**src/rtl/pq_feeder.sv**
```systemverilog
// Front end for the priority queue: buffers incoming items in a small FIFO and
// sequences single-cycle enqueue/dequeue pulses into the PQ, returning dequeued items.
module pq_feeder #(
    parameter int KEY_WIDTH = 8,
    parameter int VAL_WIDTH = 8,
    parameter int DEPTH     = 4
) (
    input  logic                           i_clk,
    input  logic                           i_rst,
    input  logic                           i_in_valid,
    input  logic [KEY_WIDTH+VAL_WIDTH-1:0] i_in_kv,
    output logic                           o_in_ready,
    input  logic                           i_dq_valid,
    output logic                           o_dq_ready,
    output logic                           o_out_valid,
    output logic [KEY_WIDTH+VAL_WIDTH-1:0] o_out_kv,
    output logic                           o_out_empty,
    input  logic                           i_out_ready,
    output logic                           o_pq_enq,
    output logic                           o_pq_deq,
    output logic [KEY_WIDTH+VAL_WIDTH-1:0] o_pq_kvi,
    input  logic [KEY_WIDTH+VAL_WIDTH-1:0] i_pq_kvo,
    input  logic                           i_pq_full,
    input  logic                           i_pq_empty,
    input  logic                           i_pq_busy
);

    localparam int W  = KEY_WIDTH + VAL_WIDTH;
    localparam int PW = $clog2(DEPTH);
    localparam int CW = $clog2(DEPTH + 1);

    typedef enum logic [1:0] {
        ST_IDLE = 2'd0,
        ST_ENQ  = 2'd1,
        ST_DEQ  = 2'd2,
        ST_CAP  = 2'd3
    } state_t;

    logic [W-1:0]  r_mem [DEPTH];
    logic [PW-1:0] r_wr_ptr;
    logic [PW-1:0] r_rd_ptr;
    logic [CW-1:0] r_count;
    state_t        r_state;
    logic          r_rr;
    logic          r_pq_enq;
    logic          r_pq_deq;
    logic [W-1:0]  r_pq_kvi;
    logic          r_dq_ready;
    logic          r_out_valid;
    logic [W-1:0]  r_out_kv;
    logic          r_out_empty;

    logic w_in_ready;
    logic w_push;
    logic w_pop;
    logic w_enq_ok;
    logic w_deq_ok;
    logic w_take_enq;
    logic w_take_deq;

    assign w_in_ready = (r_count < CW'(DEPTH));
    assign w_push     = i_in_valid & w_in_ready;
    assign w_pop      = (r_state == ST_ENQ);
    assign w_enq_ok   = (r_count != {CW{1'b0}}) & ~i_pq_full;
    assign w_deq_ok   = i_dq_valid & ~r_out_valid;

    // Arbitration in IDLE: round-robin only breaks a tie, otherwise the eligible op wins
    always_comb begin
        w_take_enq = 1'b0;
        w_take_deq = 1'b0;
        if ((r_state == ST_IDLE) && !i_pq_busy) begin
            if (w_enq_ok && w_deq_ok) begin
                w_take_enq = ~r_rr;
                w_take_deq = r_rr;
            end else begin
                w_take_enq = w_enq_ok;
                w_take_deq = w_deq_ok;
            end
        end else begin
            w_take_enq = 1'b0;
            w_take_deq = 1'b0;
        end
    end

    // FIFO storage write port; contents are don't-care until pointed at by count
    always_ff @(posedge i_clk) begin
        if (w_push) begin
            r_mem[r_wr_ptr] <= i_in_kv;
        end
    end

    // FIFO pointers and occupancy; pointers wrap naturally since DEPTH is a power of two
    always_ff @(posedge i_clk or posedge i_rst) begin
        if (i_rst) begin
            r_wr_ptr <= {PW{1'b0}};
            r_rd_ptr <= {PW{1'b0}};
            r_count  <= {CW{1'b0}};
        end else begin
            if (w_push) begin
                r_wr_ptr <= r_wr_ptr + PW'(1);
            end
            if (w_pop) begin
                r_rd_ptr <= r_rd_ptr + PW'(1);
            end
            case ({w_push, w_pop})
                2'b10:   r_count <= r_count + CW'(1);
                2'b01:   r_count <= r_count - CW'(1);
                default: r_count <= r_count;
            endcase
        end
    end

    // Sequencer: issues one PQ op at a time and owns the single result slot
    always_ff @(posedge i_clk or posedge i_rst) begin
        if (i_rst) begin
            r_state     <= ST_IDLE;
            r_rr        <= 1'b0;
            r_pq_enq    <= 1'b0;
            r_pq_deq    <= 1'b0;
            r_pq_kvi    <= {W{1'b0}};
            r_dq_ready  <= 1'b0;
            r_out_valid <= 1'b0;
            r_out_kv    <= {W{1'b0}};
            r_out_empty <= 1'b0;
        end else begin
            r_pq_enq   <= 1'b0;
            r_pq_deq   <= 1'b0;
            r_dq_ready <= 1'b0;
            if (r_out_valid && i_out_ready) begin
                r_out_valid <= 1'b0;
            end
            case (r_state)
                ST_IDLE: begin
                    if ((w_take_enq || w_take_deq) && w_enq_ok && w_deq_ok) begin
                        r_rr <= ~r_rr;
                    end
                    if (w_take_enq) begin
                        r_pq_kvi <= r_mem[r_rd_ptr];
                        r_pq_enq <= 1'b1;
                        r_state  <= ST_ENQ;
                    end else if (w_take_deq) begin
                        r_dq_ready <= 1'b1;
                        // An empty PQ is answered locally without touching the PQ
                        if (i_pq_empty) begin
                            r_out_valid <= 1'b1;
                            r_out_empty <= 1'b1;
                            r_out_kv    <= {W{1'b0}};
                            r_state     <= ST_IDLE;
                        end else begin
                            r_pq_deq <= 1'b1;
                            r_state  <= ST_DEQ;
                        end
                    end else begin
                        r_state <= ST_IDLE;
                    end
                end
                ST_ENQ:  r_state <= ST_IDLE;
                ST_DEQ:  r_state <= ST_CAP;
                ST_CAP: begin
                    r_out_kv    <= i_pq_kvo;
                    r_out_valid <= 1'b1;
                    r_out_empty <= 1'b0;
                    r_state     <= ST_IDLE;
                end
                default: r_state <= ST_IDLE;
            endcase
        end
    end

    assign o_in_ready  = w_in_ready;
    assign o_dq_ready  = r_dq_ready;
    assign o_out_valid = r_out_valid;
    assign o_out_kv    = r_out_kv;
    assign o_out_empty = r_out_empty;
    assign o_pq_enq    = r_pq_enq;
    assign o_pq_deq    = r_pq_deq;
    assign o_pq_kvi    = r_pq_kvi;

endmodule

```
**config.mk**
```make
export PLATFORM = sky130hd
export DESIGN_NAME = pq_feeder
export DESIGN_NICKNAME = d
export VERILOG_FILES = /design/src/rtl/pq_feeder.sv
export SDC_FILE = /design/constraint.sdc
export NUM_CORES = 1
export LEC_CHECK = 0
export BUFFER_PORTS_ARGS = -buffer_cell sky130_fd_sc_hd__buf_4
export CAP_MARGIN = 40
export CORE_ASPECT_RATIO = 1.4
export CORE_MARGIN = 1
export CORE_UTILIZATION = 50
export CTS_BUF_LIST = sky130_fd_sc_hd__clkbuf_8 sky130_fd_sc_hd__clkbuf_16
export CTS_CLUSTER_DIAMETER = 30
export DETAILED_ROUTE_END_ITERATION = 16
export PLACE_DENSITY_LB_ADDON = 0.15
export SYNTH_ARGS = -nofsm -noshare
export SYNTH_HDL_FRONTEND = slang
export SYNTH_SLANG_ARGS = --single-unit
```
**constraint.sdc**
```tcl
create_clock -name i_clk -period 2.9 [get_ports i_clk]
set_clock_uncertainty 0.2 [all_clocks]
set_input_delay 0.435 -clock i_clk [delete_from_list [all_inputs] [get_ports i_clk]]
set_output_delay 0.435 -clock i_clk [all_outputs]
set_load 0.02 [all_outputs]
```
==> results.tsv <==
metric	value	unit
status	complete, no violations	
syn_area	4390	um^2
num_vias	2295	
synth_area_per_cell	18.3	um^2
startpoint	r_state[0]	
drt_pass1_iterations	4	
synth_ff_type	edfxtp_1	
path_buf_inv	2	
synth_most_common_cell	edfxtp_1	
arrival	2.31	ns
worstHoldPathType	input pin to flop	
cp_data_required_time	2.93	ns
p_leak	0.00229	uW
grt_pass1_wl	11800	um
synth_edf_count	64	
max-vdd-ir-drop	0.000443	V
cp_cell_sequence	inv_1 -> ha_1 -> nand2b_2 -> a2111oi_4 -> buf_4 -> mux2_2	
register_area	3100	um^2
clk_latency	0.34	ns
grtUsageTotal	17.9	%
cts_htree_levels	3	
power_density	959	nW/um^2
hold_viol_final	0	
antenna_cells	0	
slowest_delay	0.40	ns
crit_fanout	18	
multi_input_area	1190	um^2
antenna_found_initial	0	
first_global_vias	2414	
rsz0062_at_grt	no	
ioPinCount	78	
start_kind	flop	
synth_nets	291	
fin_crit_sh	78.7	%
gp_congestion	0.755	
finalSetupViolCount	0	
cts_made_buffers	9	
dieWidth	81.2	um
critPathTopFamily	buffers and inverters	
synthCells	240	
seq_area_frac_synth	70.6	%
drive_gt1_share	41.8	%
r2r-start	r_state[0]	
crit_end	o_pq_kvi[11]	
yosys.area.top_type	edfxtp_1	
fin_nets	381	
area_growth	24.2	%
end_kind	flop	
drv_slew	0	
routed_wl	7410	um
fillCellCount	630	
die_h	113	um
ys_types	33	
ant_nets	0	
dp_hpwl	4920	um
cts_setup_buffers	0	
async_flop_share	42.3	%
grt_max_degree	20	
synthTopCellsByArea	edfxtp_1, dfrtp_1, mux4_2	
overflow	0	
drt_iter0_drc	125	
clkSinkCount	111	
root_buffer	clkbuf_16	
synth-seq-cells	111	
r2r_slack	0.62	ns
worst_slew_pin_slew	0.656	ns
crit_path_top_delay_cell	dfrtp_1	
fin_tns_setup	0	ns
slew_headroom	56.3	%
wire_per_inst	16.9	um
postLayoutCoreUtil	63.6	%
synthTopCellsByCount	edfxtp_1, dfrtp_1, a22o_1, mux4_2, inv_1	
r2r_cells	6	
fmax	438	MHz
core_area	8560	um^2
place.port_buffers	77	
rows	40	
postCtsHoldBufs	1	
cts_buffer_depth	2	
start_util	51.2	%
worst-path-stages	6	
dieArea	9150	um^2
crit_type	flop to flop	
fin_crit	2.28	ns
setup_slack	0.617	ns
r2r-end	o_pq_kvi[11]	
cts.reportedPaths.clkPinSlew	0.07	ns
cts.repair.resized	0	
cts_tree	built	
remaining_drc_errors	0	
ys.warnings.count	0	
via_per_inst	5.22	
dpl_worst_slack	0.608	ns
synth_top_area_share	43.8	%
maxCapViolations	0	
[cells by family (layout without fill, tap and decap cells)]
family,Yosys count,count (layout),share of synthesized area [%]
AOI/OAI and AO/OA,28,28,5.71
xor gates and xnor gates,7,7,1.40
adders and majority gates,11,11,3.31
buffers and inverters,23,118,2.28
DFF,111,111,70.6
muxes,33,33,13.2
and+or+nand+nor,27,27,3.42
[area by class of cell]
type	instances	area share (%)
Multi-Input combinational cell	106	21.8
Clock inverter	7	1.61
Sequential cell	111	56.9
Timing Repair Buffer	88	12.2
Clock buffer	9	4.14
Inverter	14	0.965
Tap cell	105	2.41
[worst min path at each step]
| stage | startpoint | end | slack, ns | depth (start not counted) |
|---|---|---|---|---|
| global route | i_pq_empty | o_pq_deq | 0.07 | 2 |
| CTS | i_pq_empty | o_pq_deq | 0.05 | 2 |
| floorplan | r_count[0] | r_count[0] | 0.27 | 1 |
| global placement | i_rst | o_out_kv[15] | 0.27 | 2 |
| finish | i_pq_empty | o_pq_deq | 0.07 | 2 |
| detailed placement | i_rst | o_out_kv[15] | 0.27 | 2 |
[state kept, by name, indices dropped and copies added (netlist names)]
register and count:
o_pq_kvi 16, o_out_empty 1, o_pq_enq 1, r_state 2
o_out_kv 16, o_out_valid 1, r_mem 64, r_rr 1
o_pq_deq 1, o_dq_ready 1, r_rd_ptr 2, r_wr_ptr 2
r_count 3
[layout by cell type, fill, tap and decap left out, drive strengths merged]
| master | count |
|---|---|
| bufinv | 2 |
| o311ai | 1 |
| edfxtp | 64 |
| buf | 87 |
| o22ai | 1 |
| or2 | 2 |
| and2b | 1 |
| mux2i | 1 |
| clkinvlp | 1 |
| ha | 10 |
| fa | 1 |
| xnor2 | 4 |
| xor2 | 3 |
| dlygate4sd3 | 1 |
| o221a | 1 |
| a22o | 16 |
| and2 | 4 |
| clkinv | 2 |
| o21ai | 5 |
| a211oi | 1 |
| o211ai | 1 |
| mux4 | 16 |
| nor2 | 3 |
| clkbuf | 9 |
| nand2b | 6 |
| o211a | 1 |
| a2111oi | 1 |
| nor2b | 3 |
| nand2 | 5 |
| inv | 16 |
| mux2 | 16 |
| nor3 | 3 |
| dfrtp | 47 |
[metrics by stage]
step | cell area, um^2 | hold WS, ns | power [uW] | instances
5_1_grt | 5450 | 0.0710 | 5500 | 440
4_1_cts | 5450 | 0.0530 | 5290 | 440
3_3_place_gp | 5120 | 0.270 | 3960 | 423
2_1_floorplan | 4390 | 0.269 | 3390 | 240
6_report | 5450 | 0.0658 | 5220 | 440
3_5_place_dp | 5120 | 0.268 | 4000 | 423
[layer usage]
metal | wire length (um) | share of wire [%] | track usage [%] | up-vias
met5 | 0 | 0 | 0 | -
met4 | 146 | 2.0 | 10.0 | 0
met3 | 300 | 4.0 | 2.34 | 11
met2 | 3850 | 52 | 30.3 | 61
met1 | 3110 | 42 | 21.8 | 1141
li1 | - | - | - | 1082
[power by group]
part | leakage [uW] | internal, uW | total [uW] | switching (uW)
clock | 0.000152 | 751 | 1280 | 528
sequential | 0.00118 | 2060 | 2240 | 181
combinational | 0.000966 | 863 | 1700 | 839
Note: power is estimated with default switching activity, not from simulation.
